## config.mk

```make
export PLATFORM = sky130hd
export DESIGN_NAME = alu_share_arbiter
export DESIGN_NICKNAME = d
export VERILOG_FILES = /design/src/rtl/alu_arb_pkg.sv /design/src/rtl/rr_arbiter2.sv /design/src/rtl/alu_share_arbiter.sv
export SDC_FILE = /design/constraint.sdc
export NUM_CORES = 1
export LEC_CHECK = 0
export BUFFER_PORTS_ARGS = -buffer_cell sky130_fd_sc_hd__buf_2
export CORE_ASPECT_RATIO = 1.1
export CORE_MARGIN = 3
export CORE_UTILIZATION = 27
export CTS_BUF_LIST = sky130_fd_sc_hd__clkbuf_4 sky130_fd_sc_hd__clkbuf_8 sky130_fd_sc_hd__clkbuf_16
export CTS_CLUSTER_DIAMETER = 80
export DETAILED_ROUTE_END_ITERATION = 10
export PLACE_DENSITY = 0.59
export SLEW_MARGIN = 40
export SYNTH_ARGS = -nofsm -noshare
export SYNTH_HDL_FRONTEND = slang
export SYNTH_HIERARCHICAL = 1
export SYNTH_SLANG_ARGS = --single-unit
```

## constraint.sdc

```tcl
create_clock -name CLOCK -period 4.4 [get_ports CLOCK]
set_input_delay 0 -clock CLOCK [delete_from_list [all_inputs] [get_ports CLOCK]]
set_output_delay 0 -clock CLOCK [all_outputs]
set_load 0.1 [all_outputs]
```

## src/rtl/alu_arb_pkg.sv

```systemverilog
// alu_arb_pkg: shared types, opcodes and default widths for the ALU share arbiter.
package alu_arb_pkg;
    localparam int WIDTH_DEF = 32;
    localparam int SEL_W_DEF = 3;
    typedef enum logic [1:0] {IDLE, EXEC, RESP} state_e;
    localparam logic [2:0] OP_ADD   = 3'd0;
    localparam logic [2:0] OP_SLL   = 3'd1;
    localparam logic [2:0] OP_SLT   = 3'd2;
    localparam logic [2:0] OP_SLTU  = 3'd3;
    localparam logic [2:0] OP_XOR   = 3'd4;
    localparam logic [2:0] OP_SHIFT = 3'd5;
    localparam logic [2:0] OP_OR    = 3'd6;
    localparam logic [2:0] OP_AND   = 3'd7;
endpackage

```

## src/rtl/rr_arbiter2.sv

```systemverilog
// rr_arbiter2: 2-way one-hot grant; round-robin on ties, or fixed priority to
// requester 0 when ALU_ARB_FIXED_PRIO_EN is defined.
module rr_arbiter2 (
    input  logic [1:0] req,
    input  logic       last,
    output logic [1:0] gnt
);
`ifdef ALU_ARB_FIXED_PRIO_EN
    logic unused_last;
    assign unused_last = last;
    always_comb gnt = req[0] ? 2'b01 : {req[1], 1'b0};
`else
    // last==1 means requester 1 was served most recently, so requester 0 wins a tie
    always_comb gnt = (req == 2'b11) ? (last ? 2'b01 : 2'b10) : req;
`endif
endmodule

```

## src/rtl/alu_share_arbiter.sv

```systemverilog
// alu_share_arbiter: shares one external ALU between two valid/ready requesters.
// Tie policy selectable by ALU_ARB_FIXED_PRIO_EN (see rr_arbiter2).
module alu_share_arbiter
    import alu_arb_pkg::*;
#(
    parameter int WIDTH = WIDTH_DEF,
    parameter int SEL_W = SEL_W_DEF
) (
    input  logic             CLOCK,
    input  logic             RESET,
    input  logic             REQ_VALID0,
    input  logic             REQ_VALID1,
    output logic             REQ_READY0,
    output logic             REQ_READY1,
    input  logic [WIDTH-1:0] REQ_DATA1_0,
    input  logic [WIDTH-1:0] REQ_DATA2_0,
    input  logic [WIDTH-1:0] REQ_DATA1_1,
    input  logic [WIDTH-1:0] REQ_DATA2_1,
    input  logic [SEL_W-1:0] REQ_SELECT_0,
    input  logic [SEL_W-1:0] REQ_SELECT_1,
    input  logic             REQ_ROTATE_0,
    input  logic             REQ_ROTATE_1,
    output logic [WIDTH-1:0] ALU_DATA1,
    output logic [WIDTH-1:0] ALU_DATA2,
    output logic [SEL_W-1:0] ALU_SELECT,
    output logic             ALU_ROTATE,
    input  logic [WIDTH-1:0] ALU_RESULT,
    input  logic             ALU_ZERO,
    input  logic             ALU_SIGN,
    input  logic             ALU_SLTU,
    output logic             RSP_VALID0,
    output logic             RSP_VALID1,
    input  logic             RSP_READY0,
    input  logic             RSP_READY1,
    output logic [WIDTH-1:0] RSP_RESULT,
    output logic             RSP_ZERO,
    output logic             RSP_SIGN,
    output logic             RSP_SLTU
);
    state_e     state_q, state_d;
    logic       owner_q, last_q;
    logic [1:0] gnt;
    logic       accept, open, xfer, win;

    rr_arbiter2 u_arb (.req({REQ_VALID1, REQ_VALID0}), .last(last_q), .gnt(gnt));

    assign accept     = (state_q == RESP) && (owner_q ? RSP_READY1 : RSP_READY0);
    // a new request can enter only when the ALU slot is empty or frees up this cycle
    assign open       = !RESET && ((state_q == IDLE) || accept);
    assign REQ_READY0 = open & gnt[0];
    assign REQ_READY1 = open & gnt[1];
    assign xfer       = REQ_READY0 | REQ_READY1;
    assign win        = gnt[1];
    assign RSP_VALID0 = !RESET && (state_q == RESP) && !owner_q;
    assign RSP_VALID1 = !RESET && (state_q == RESP) && owner_q;

    always_comb begin
        state_d = IDLE;
        if (xfer) state_d = EXEC;
        else if (state_q == EXEC || (state_q == RESP && !accept)) state_d = RESP;
    end

    always_ff @(posedge CLOCK) begin
        if (RESET) begin
            state_q    <= IDLE;
            owner_q    <= 1'b0;
            last_q     <= 1'b1;
            ALU_DATA1  <= '0;
            ALU_DATA2  <= '0;
            ALU_SELECT <= '0;
            ALU_ROTATE <= 1'b0;
            RSP_RESULT <= '0;
            RSP_ZERO   <= 1'b0;
            RSP_SIGN   <= 1'b0;
            RSP_SLTU   <= 1'b0;
        end else begin
            state_q <= state_d;
            if (xfer) begin
                owner_q    <= win;
                last_q     <= win;
                ALU_DATA1  <= win ? REQ_DATA1_1 : REQ_DATA1_0;
                ALU_DATA2  <= win ? REQ_DATA2_1 : REQ_DATA2_0;
                ALU_SELECT <= win ? REQ_SELECT_1 : REQ_SELECT_0;
                ALU_ROTATE <= win ? REQ_ROTATE_1 : REQ_ROTATE_0;
            end
            if (state_q == EXEC) begin
                RSP_RESULT <= ALU_RESULT;
                RSP_ZERO   <= ALU_ZERO;
                RSP_SIGN   <= ALU_SIGN;
                RSP_SLTU   <= ALU_SLTU;
            end
        end
    end
endmodule

```

==> impl_summary.md <==
Finish
The area growth from synthesis to layout is 44.73%. In the final design database the tool counted roughly 1000 nets. At the end of the flow the core is filled with cells to 40.24%.

The number of inserted diodes is 0. The post-route non-filler standard cell count is between 1000 and 1500. Cells with a size suffix above 1 make up between 30% and 40% of the layout. The number of inserted filler cells in the final layout is ~1800. The design area is 0.006923 mm^2. The multi-input combinational cells in the finished layout cover a total of 0.002327 mm^2. Summing all flip-flop and latch instances after layout gives approximately 0.0021 mm^2.

Logic synthesis
The most area-hungry cell type in the Yosys netlist is sky130_fd_sc_hd__dfxtp_1. The synthesized net count is 751. After synthesis, the most frequently instantiated cells are sky130_fd_sc_hd__nand2_1 (135), sky130_fd_sc_hd__dfxtp_1 (107), sky130_fd_sc_hd__a31oi_1 (65), sky130_fd_sc_hd__and2_1 (65), sky130_fd_sc_hd__o32ai_1 (65). The number of warning messages in the yosys log is 6. The number of synthesized flops with an enable pin is 0. Of the post-synthesis cell area, the dominant cell type holds between 40% and 50%. Sequential elements use 44.78% of the synthesized area. The synthesized area per cell is about 8.3 um^2. The prevailing post-synth register cell is sky130_fd_sc_hd__dfxtp_1. The cell with the most instances after synthesis is sky130_fd_sc_hd__nand2_1. The count of different cell masters after synthesis is 30.

The gate count of the mapped netlist is ~570. Of all flip-flops after synthesis, the portion carrying an async set or reset was 0%. Synthesis inferred around 110 register bits.

The mapped netlist covers 0.004783 mm^2. Yosys attributes the largest share of cell area to sky130_fd_sc_hd__dfxtp_1 (45%), sky130_fd_sc_hd__o32ai_1 (12%), sky130_fd_sc_hd__nand2_1 (11%), sky130_fd_sc_hd__a31oi_1 (8.5%), sky130_fd_sc_hd__and2_1 (8.5%).

GRT
The remaining global-route overflow is 0. The via count of the first global-routing pass is between 5000 and 6000. The wire length of the first global-routing pass is 26090 um. The total global-route track usage is between 10% and 20%.

The number of antenna violations at the first check in global routing is 0. The largest net degree at the start of global routing is 71.

Clocking
The number of setup buffers added after CTS is 0. TritonCTS built the clock tree. The post-CTS resize count is 0.

The root buffer cell chosen for the clock tree is sky130_fd_sc_hd__clkbuf_16. The number of hold buffers added after CTS is 35. After clock tree synthesis, the clock-pin slew on the worst setup and hold paths is around 0.070 ns.

At the later pin of the worst-skew pair, clock insertion delay measures 0.35 ns. The number of CTS-inserted buffers is 9. CTS built an H-tree with a depth of 3. The buffer levels on the longest clock path is 2.

The number of sinks driven by the clock tree is around 110.

Timing
The final number of max-transition violations is 0. The ratio of final minimum period to clock period is ~56%. The number of endpoints failing setup at the final stage is 0. The final hold slack is around 0.025 ns. Counting I/O delays and the setup requirement, the final critical path takes 2.453 ns.

Across all setup checks in the final design, the least slack found is between 1.5 and 2 ns. The slew at the pin closest to its max-slew limit is between 0.7 and 0.8 ns. The normalized max-slew margin is 49.07%.

Adding up every negative setup slack in the final design gives 0 ns. Setup repair after global routing left no endpoint under its margin. Static timing analysis puts the maximum clock frequency at 407.7 MHz. Between clock sinks in the finished design, the worst skew comes to about 0.006 ns. The total count of hold-check failures in the final report came to 0.

Setup path
The cell count of the worst reg-to-reg path is 5. The startpoint class of the critical path is a register. The critical path data required time is 4.40 ns. Of all nets on the critical path, the largest fanout is 68. The worst register-to-register path begins at last_q$_SDFFE_PP1P_. At the worst endpoint, the arrival time is ~2.5 ns. The end of the worst register-to-register path is ALU_DATA1[9]$_SDFFE_PP0P_.

The critical path class is register to primary output. The worst reg-to-reg setup slack is 2.04 ns. The worst setup path is captured at a primary output.

Power and ir drop
In this run, the clock network consumes between 20% and 30% of the power. Overall power consumption after layout is estimated at ~3.1 mW. Summed over all cells, the static leakage comes to about 3.1 nW.

The internal power of the cells totals between 1.5 and 2 mW. The areal power density over the cells is ~450 mW/mm^2. In this run, the combinational gates consume 37.8% of the power. The maximum vdd drop is 212.7 uV. In this run the power spent charging and discharging nets is between 1 and 1.5 mW. Of the total power, the share spent switching nets is a little over two fifths. Sequential cells burn approximately 36% of the power.

Run
The number of max-cap violations is 0.

Drt
The number of search-and-repair iterations in the first detailed-routing pass is 5. The total via count after detailed routing is approximately 5300. The number of DRC markers in iteration 0 is about 190. After detailed routing, the number of remaining DRC violations is 0. Dividing the detail-routed wire length by the instance count gives 15.31 um.

The sum of met2 wire segment lengths after detailed routing is just under 8000 um. The routed design uses 1213 um of met3 wire. The via-per-instance ratio is 4.842. After detailed routing, the wire length on met1 is 7096 um. The final layout contains routed wiring with a total length of roughly 17000 um.

The highest layer used for signal routing is met4. Once detail routing completed, the nets flagged for antenna violations numbered 0.

Min path
The worst hold path begins at REQ_DATA1_0[20]. The worst hold path class is primary input to register. Counting instances, the worst hold path has a depth of 3.

The end of the worst hold path is ALU_DATA1[20]$_SDFFE_PP0P_.

Placement
Before CTS, the worst setup slack after placement is around 2 ns. Counting tap cells, the placed design contains a total of just over 1000 instances. Once placement finished, the instance area stood at around 0.0063 mm^2. The wire-length estimate of the detail-placed layout is about 11000 um. In this run the tool buffered the top-level ports with 283 buffer cells. The routability congestion estimate is roughly 0.82.

Die
The initial utilization of the core area, before any placement, comes to between 20 and 30%. From left edge to right edge, the die measures between 100 and 150 um. The core region area is 0.01720 mm^2. The full die area is roughly 0.019 mm^2. The I/O pin total is roughly 280.

From bottom edge to top edge, the die measures approximately 150 um. The placement row count is 50.

Status
The run finished with clean final reports.
==> critical path, stage by stage (launching register included) <==
cell and delay [ns]:
sky130_fd_sc_hd__dfxtp_1 0.34, sky130_fd_sc_hd__a21boi_4 0.55, sky130_fd_sc_hd__inv_4 0.42, sky130_fd_sc_hd__nor3_1 0.31, sky130_fd_sc_hd__buf_2 0.48
==> state kept, by name, summed over array words and instances (netlist names) <==
register / flops
RSP_RESULT: 32
last_q: 1
ALU_DATA1: 32
owner_q: 1
RSP_SIGN: 1
RSP_SLTU: 1
RSP_ZERO: 1
ALU_SELECT: 3
ALU_DATA2: 32
state_q: 2
ALU_ROTATE: 1
==> routing by layer <==
layer | track usage, % | vias up
met5 | 0 | -
met2 | 27.36 | 212
met1 | 20.32 | 2407
li1 | - | 2610
met4 | 6.809 | 0
met3 | 3.596 | 25
==> area by class of cell <==
class / count / share of cell area (%)
tap: 234 / 4.229
clock buffer: 9 / 3.253
clock inverter: 7 / 1.121
timing repair buffer: 326 / 26.42
sequential: 107 / 30.94
multi-input combinational: 395 / 33.62
inverter: 7 / 0.4157
==> power by group through the flow <==
stage	sequential, mW	clock (mW)	combinational [mW]
6_report	1.11	0.816	1.17
5_1_grt	1.12	0.883	1.23
4_1_cts	1.11	0.848	1.18
3_5_place_dp	1.13	0	1.15
3_3_place_gp	1.13	0	1.15
2_1_floorplan	1.74	0	0.307
==> placed cells by master (no fill, tap or decap), types with 2 or more instances in the layout <==
master,count
sky130_fd_sc_hd__buf_2,282
sky130_fd_sc_hd__nand2_1,135
sky130_fd_sc_hd__dfxtp_1,107
sky130_fd_sc_hd__and2_1,65
sky130_fd_sc_hd__a31oi_1,65
sky130_fd_sc_hd__o32ai_1,65
sky130_fd_sc_hd__a21oi_1,40
sky130_fd_sc_hd__dlygate4sd3_1,35
sky130_fd_sc_hd__clkbuf_16,9
sky130_fd_sc_hd__buf_4,9
sky130_fd_sc_hd__inv_1,5
sky130_fd_sc_hd__nor3b_1,4
sky130_fd_sc_hd__o221a_2,3
sky130_fd_sc_hd__clkinv_4,3
sky130_fd_sc_hd__nor3_1,2
sky130_fd_sc_hd__nand2b_1,2
sky130_fd_sc_hd__a21boi_4,2
==> worst max path at each step <==
stage / from / to / slack [ns] / cells past startpoint
2_1_floorplan: state_q[1]$_SDFF_PP0_ / RSP_VALID0 / 0.85 / 1
3_3_place_gp: owner_q$_SDFFE_PP0P_ / ALU_DATA1[28]$_SDFFE_PP0P_ / 1.98 / 4
3_5_place_dp: last_q$_SDFFE_PP1P_ / ALU_DATA1[9]$_SDFFE_PP0P_ / 2.05 / 5
4_1_cts: last_q$_SDFFE_PP1P_ / REQ_READY1 / 1.91 / 4
5_1_grt: last_q$_SDFFE_PP1P_ / REQ_READY1 / 1.76 / 4
6_report: last_q$_SDFFE_PP1P_ / REQ_READY1 / 1.95 / 4
==> cells by family (layout without fill, tap and decap cells) <==
logic type | count (synthesis) | in the layout | share of synthesized area, %
AND/OR/NAND/NOR | 214 | 214 | 21.08
AO/OA/AOI/OAI | 180 | 180 | 26.52
flip-flops | 107 | 107 | 44.78
buffers and inverters | 72 | 349 | 7.403
multiplexers | 1 | 1 | 0.2093
(Power assumes the default switching activity.)
